`src/rtl/alu_arbiter.sv`:
```
// Shares one combinational Alu between two valid/ready requesters and buffers
// one registered result per requester (round-robin or fixed priority).
module alu_arbiter #(
  parameter int DATA_WIDTH = 32,
  parameter bit FIXED_PRIO = 1'b0
) (
  input  logic                  clk,
  input  logic                  rst,

  input  logic                  req0_valid_i,
  output logic                  req0_ready_o,
  input  logic [3:0]            req0_op_i,
  input  logic [DATA_WIDTH-1:0] req0_rs1_i,
  input  logic [DATA_WIDTH-1:0] req0_rs2_i,
  output logic                  rsp0_valid_o,
  input  logic                  rsp0_ready_i,
  output logic [DATA_WIDTH-1:0] rsp0_rd_o,
  output logic                  rsp0_zr_o,

  input  logic                  req1_valid_i,
  output logic                  req1_ready_o,
  input  logic [3:0]            req1_op_i,
  input  logic [DATA_WIDTH-1:0] req1_rs1_i,
  input  logic [DATA_WIDTH-1:0] req1_rs2_i,
  output logic                  rsp1_valid_o,
  input  logic                  rsp1_ready_i,
  output logic [DATA_WIDTH-1:0] rsp1_rd_o,
  output logic                  rsp1_zr_o,

  output logic [3:0]            alu_op_o,
  output logic [DATA_WIDTH-1:0] alu_rs1_o,
  output logic [DATA_WIDTH-1:0] alu_rs2_o,
  input  logic [DATA_WIDTH-1:0] alu_rd_i,
  input  logic                  alu_zr_i
);

  logic last_grant;
  logic elig0;
  logic elig1;
  logic grant0;
  logic grant1;

  // A full buffer still accepts if it is being drained in the same cycle.
  assign elig0 = req0_valid_i && (!rsp0_valid_o || rsp0_ready_i);
  assign elig1 = req1_valid_i && (!rsp1_valid_o || rsp1_ready_i);

  always_comb begin
    // NOTE: every output of this block gets a default first, so no path
    // leaves a value to be remembered and no latch is inferred.
    grant0 = 1'b0;
    grant1 = 1'b0;
    if (!rst) begin
      if (elig0 && elig1) begin
        if (FIXED_PRIO || last_grant) grant0 = 1'b1;
        else                          grant1 = 1'b1;
      end else begin
        grant0 = elig0;
        grant1 = elig1;
      end
    end
  end

  assign req0_ready_o = grant0;
  assign req1_ready_o = grant1;

  always_comb begin
    alu_op_o  = 4'b0000;
    alu_rs1_o = '0;
    alu_rs2_o = '0;
    if (grant0) begin
      alu_op_o  = req0_op_i;
      alu_rs1_o = req0_rs1_i;
      alu_rs2_o = req0_rs2_i;
    end else if (grant1) begin
      alu_op_o  = req1_op_i;
      alu_rs1_o = req1_rs1_i;
      alu_rs2_o = req1_rs2_i;
    end
  end

  always_ff @(posedge clk or posedge rst) begin
    if (rst) begin
      last_grant   <= 1'b1;
      rsp0_valid_o <= 1'b0;
      rsp0_rd_o    <= '0;
      rsp0_zr_o    <= 1'b0;
      rsp1_valid_o <= 1'b0;
      rsp1_rd_o    <= '0;
      rsp1_zr_o    <= 1'b0;
    end else begin
      // NOTE: non-blocking assignments so every register samples the values
      // from before this edge, independent of statement order.
      if (grant0) begin
        rsp0_valid_o <= 1'b1;
        rsp0_rd_o    <= alu_rd_i;
        rsp0_zr_o    <= alu_zr_i;
      end else if (rsp0_ready_i) begin
        rsp0_valid_o <= 1'b0;
      end

      if (grant1) begin
        rsp1_valid_o <= 1'b1;
        rsp1_rd_o    <= alu_rd_i;
        rsp1_zr_o    <= alu_zr_i;
      end else if (rsp1_ready_i) begin
        rsp1_valid_o <= 1'b0;
      end

      // Idle cycles leave the round-robin pointer where it was.
      if (grant0)      last_grant <= 1'b0;
      else if (grant1) last_grant <= 1'b1;
    end
  end

endmodule

```
`config.mk`:
```
export PLATFORM = sky130hd
export DESIGN_NAME = alu_arbiter
export DESIGN_NICKNAME = d
export VERILOG_FILES = /design/src/rtl/alu_arbiter.sv
export SDC_FILE = /design/constraint.sdc
export NUM_CORES = 1
export LEC_CHECK = 0
export ABC_AREA = 1
export BUFFER_PORTS_ARGS = -buffer_cell sky130_fd_sc_hd__buf_2
export CAP_MARGIN = 20
export CORE_AREA = 2 2 121 123
export DETAILED_ROUTE_END_ITERATION = 8
export DIE_AREA = 0 0 123 125
export PLACE_DENSITY = 0.69
export SETUP_SLACK_MARGIN = 0.3
export SYNTH_ARGS = -nofsm -noshare
export SYNTH_HDL_FRONTEND = slang
export SYNTH_SLANG_ARGS = --single-unit
```
`constraint.sdc`:
```
create_clock -name clk -period 3.5 [get_ports clk]
set_input_delay 0.525 -clock clk [delete_from_list [all_inputs] [get_ports clk]]
set_output_delay 0.525 -clock clk [all_outputs]
set_load 0.005 [all_outputs]
```
Yosys cells after proc, flatten, opt, wreduce, memory -nomap -nowiden
Index checks and enable logic that the tools add are counted.
{"block": "op_classes", "reduce_logical": 10, "muxes": 18}
{"op": "2-to-1 mux 32 bit", "n": 4}
{"op": "2-to-1 mux 1 bit", "n": 12}
{"op": "2-to-1 mux 4 bit", "n": 2}
{"op": "nonzero test 2 bit", "n": 3}
{"op": "logical AND 1 bit", "n": 3}
{"op": "zero test 1 bit", "n": 2}
{"op": "logical OR 1 bit", "n": 2}
{"block": "totals", "ff_bits": 69, "inputBits": 175, "word_cells": 35}

Logic depth before layout (Yosys ltp)
{"block": "logic_depth", "ltp_word": 8, "ltp_mapped": 8, "depth_no_buf": 7}

Worst setup path after synthesis
No wires, ideal clock.
{"block": "synth_path", "path_kind": "in2reg", "from": "input port rst", "to": "register last_grant", "t_arrival_ps": 2346, "stages": 5, "path_slack_ps": 1087, "t_required_ps": 3433, "setup_ps": 67, "path_cell_list": "inv_1 nand3_1 nand2_1 inv_1 nor2_1"}
{"block": "synth_via", "elab_chain_cells": 2, "word_cells_on_any_way": 4, "classes_between": "mux: 3; reduce/logical: 1"}
{"item": "start: declaration", "line": "8", "text": "input logic rst,"}
{"item": "2-to-1 mux 1 bit", "line": "52", "text": "if (!rst) begin"}
{"item": "2-to-1 mux 1 bit or nonzero test 2 bit (tied branches)"}
{"item": "end signal: assignment", "line": "83", "text": "last_grant <= 1'b1;"}
{"item": "end signal: assignment", "line": "110", "text": "if (grant0) last_grant <= 1'b0;"}
{"item": "end signal: assignment", "line": "111", "text": "else if (grant1) last_grant <= 1'b1;"}
{"item": "end: declaration", "line": "37", "text": "logic last_grant;"}
Several ways; a longest one is shown, not always the timed one.
A chain may end at the register's enable or synchronous reset.

Worst setup path in the final report
{"block": "layout_path", "from": "register last_grant", "to": "output port alu_rs2_o[16]"}
{"block": "layout_via", "elab_chain_cells": 5, "word_cells_on_any_way": 8, "classes_between": "mux: 8"}
{"item": "2-to-1 mux 1 bit", "line": "54", "text": "if (FIXED_PRIO || last_grant) grant0 = 1'b1;"}
{"item": "2-to-1 mux 1 bit", "line": "53", "text": "if (elig0 && elig1) begin"}
{"item": "2-to-1 mux 1 bit", "line": "52"}
{"item": "2-to-1 mux 32 bit", "line": "74", "text": "end else if (grant1) begin"}
{"item": "2-to-1 mux 32 bit *", "line": "70", "text": "if (grant0) begin"}
{"item": "end: declaration", "line": "32", "text": "output logic [DATA_WIDTH-1:0] alu_rs2_o,"}
Every way passes the cells marked *; elsewhere a longest branch is shown, timed or not.

==> metrics.md <==
| Metric | Value |
|---|---|
| Required @ worst endpoint | `2970 ps` |
| Overall Power | `2840 uW` |
| CP startpoint kind | `flip-flop` |
| Count of cell types in the netlist | `15` |
| DR iter-0 viols | `about 350` |
| Layout Nets | `between 1000 and 1500` |
| Worst slew margin | `0.542` |
| Synthesized Nets | `about 720` |
| Syn Area/Cell | `approximately 7.2 um^2` |
| H-tree Lvls | `3` |
| GP Congestion | `between 0.8 and 0.9` |
| Final Cycle Share | `0.727` |
| Clk root buf | `clkbuf_16` |
| DR vias | `between 4000 and 5000` |
| Pwr/cell area | `around 500 mW/mm^2` |
| Layout fillers | `about 1500` |
| Top Ports | `about 310` |
| CTS Buf Count | `9` |
| Least-Margin Pin Slew | `approximately 690 ps` |
| Row count | `44` |
| Synthesized area | `roughly 0.0039 mm^2` |
| Fin. Hold Viols | `0` |
| FF+latch count, synth | `just under 70` |
| Mapped Cells | `~540` |
| Share of the synthesized area in the top cell type | `0.433` |
| Post-synthesis sequential area ratio | `0.439` |
| Pins Over Slew Limit | `0` |
| Peak VDD IR | `0.199 mV` |
| Vias in the first global route | `between 4000 and 5000` |
| Worst setup margin | `956 ps` |
| Post-synth top cells | `nand2_1, nand3_1, dfrtp_1, buf_2, buf_6` |
| Hold Path Class | `input pin to async pin` |
| Drt first pass iters | `5` |
| Maximum clock rate | `0.393 GHz` |
| PortBufs | `312` |
| CP Capture Type | `output pin` |
| CTS tree | `done` |
| Setup TNS | `0 ps` |
| Clock skew | `roughly 4 ps` |
| Ys async rst share | `1.00` |
| Final setup vio count | `0` |
| Final HPWL DP | `between 10000 and 15000 um` |
| Worst-Skew Late Latency | `330 ps` |
| Pin count of the biggest net entering global routing | `between 100 and 150` |
| Met2 routed WL | `about 7700 um` |
| Final ANT Viol Nets | `0` |
| Initial antenna violation count | `2` |
| First-pass GRT wire length | `23600 um` |
| Clock transition at path regs | `around 60 ps` |
| Largest area contributor in the synthesized netlist | `dfrtp_1` |
| Starting Density | `0.277` |
| RSZ-0062 raised after global routing | `no` |
| Share of post-route cells with drive strength above 1 | `0.418` |
| Leakage | `roughly 0.0036 uW` |
| Die width | `~120 um` |
| Top sig layer | `met4` |
| Yosys warns | `0` |
| WL met1 | `approximately 6300 um` |
| Area growth syn-to-layout | `48.4%` |
| Die Height | `125 um` |
| Top-count cell post-synth | `nand2_1` |
| Remaining DRCs | `0` |
| Max_cap viols | `0` |
| Status | `completed` |
| CORE AREA | `0.0142 mm^2` |
| Clk buf depth | `2` |
| Final min period | `about 2500 ps` |
| WL met3 | `approximately 1300 um` |
| Leading post-synthesis cells by cell area | `dfrtp_1, nand3_1, nand2_1` |
| Post_cts resized | `0` |
| Worst Hold Slack | `378 ps` |
| # Post-CTS Setup Buffers | `0` |
| CTS Sinks | `between 60 and 70` |
| # hold bufs at CTS | `0` |
| Post-Place Worst Slack | `between 1000 and 1500 ps` |
| Number of flops mapped to enable cells by yosys | `0` |
| Die area | `around 0.015 mm^2` |
| Vias per cell | `~4.8` |
| Setup CP Type | `flip-flop to output pin` |
| Main flop type after synthesis | `dfrtp_1` |
| Wirelength per Cell | `approximately 15 um` |
| Worst endpoint data arrival time | `2020 ps` |
| Gr usage total | `0.195` |
| Critical Path Fanout Max | `38` |
| Post-Route WL | `15500 um` |
| Total gr overflow | `0` |
-- cell type report --
| cell class | instances | area (um^2) | share of cell area |
|---|---|---|---|
| diodes | 2 | 5.00 | 0.000858 |
| repair buffers | 322 | 1670 | 0.287 |
| clock buffers | 10 | 239 | 0.0410 |
| inverters | 7 | 26.3 | 0.00450 |
| multi-input cells | 417 | 1870 | 0.320 |
| clock inverters | 6 | 62.6 | 0.0107 |
| flip-flops and latches | 69 | 1730 | 0.296 |
| well taps | 184 | 230 | 0.0395 |
-- power breakdown --
part / switching, uW / internal (uW) / leakage [uW] / total (uW)
logic: 487 / 366 / 0.00261 / 854
registers: 95.5 / 981 / 0.000856 / 1080
clock network: 345 / 569 / 0.000152 / 914
total: 927 / 1920 / 0.00362 / 2840
-- flip-flops by register name, indices dropped and copies added (netlist names) --
| name | flops |
|---|---|
| last_grant | 1 |
| rsp0_rd_o | 32 |
| rsp0_valid_o | 1 |
| rsp0_zr_o | 1 |
| rsp1_rd_o | 32 |
| rsp1_valid_o | 1 |
| rsp1_zr_o | 1 |
-- per-stage QoR --
stage / cell area, um^2 / util / cells
floorplan: 3930 / - / 543
global placement: 5530 / 0.389 / 999
detailed placement: 5530 / 0.389 / 999
CTS: 5830 / 0.410 / 1015
global route: 5830 / 0.411 / 1017
finish: 5830 / 0.411 / 1017
-- layout by cell type, fill, tap and decap left out --
cell | Yosys | layout
nor2_4 | 1 | 2
clkbuf_8 | 0 | 1
inv_2 | 0 | 1
buf_4 | 8 | 7
clkinv_4 | 0 | 2
diode_2 | 0 | 2
inv_1 | 7 | 6
nor2_1 | 1 | 1
dfrtp_1 | 68 | 68
dfstp_2 | 1 | 1
nand3_4 | 0 | 2
nand2_1 | 206 | 206
buf_2 | 28 | 312
nand2_2 | 3 | 3
clkbuf_16 | 0 | 9
clkinv_2 | 0 | 3
bufinv_16 | 0 | 1
buf_12 | 0 | 3
nand3_1 | 205 | 203
-- worst paths after layout --
path                            cells after the start                        end                 startpoint  slack [ps]
worst min-delay path                                2   rsp0_rd_o[4]$_DFFE_PP0P_                        rst         380
max in group asynchronous                           3      rsp1_zr_o$_DFFE_PP0P_                        rst        2170
worst min register to register                      2  rsp0_rd_o[27]$_DFFE_PP0P_  rsp0_rd_o[27]$_DFFE_PP0P_         460
worst max register to register                      6  rsp1_rd_o[11]$_DFFE_PP0P_     last_grant$_DFFE_PP1P_        1470
min in group clk                                    3   rsp0_rd_o[3]$_DFFE_PP0P_                alu_rd_i[3]         430
worst max-delay path                                5              alu_rs2_o[16]     last_grant$_DFFE_PP1P_         960
-- kinds of logic (layout without fill, tap and decap cells) --
logic type,Yosys count,in the layout,share of synthesized area
other,0,2,0
flip-flops,69,69,0.439
buffers and inverters,57,345,0.0929
AND/OR/NAND/NOR,417,417,0.468
-- worst max-delay path, stage by stage (launching register included) --
cell	delay [ps]
dfstp_2	570
nand3_4	390
buf_4	400
nand3_1	120
nand2_1	60
buf_2	120
-- layer usage --
metal  up-vias  global-route usage
met4         0              0.0595
met2       225               0.330
met3        19              0.0415
met5         -                   0
met1      2245               0.249
li1       2362                   -
(Power assumes the default switching activity.)
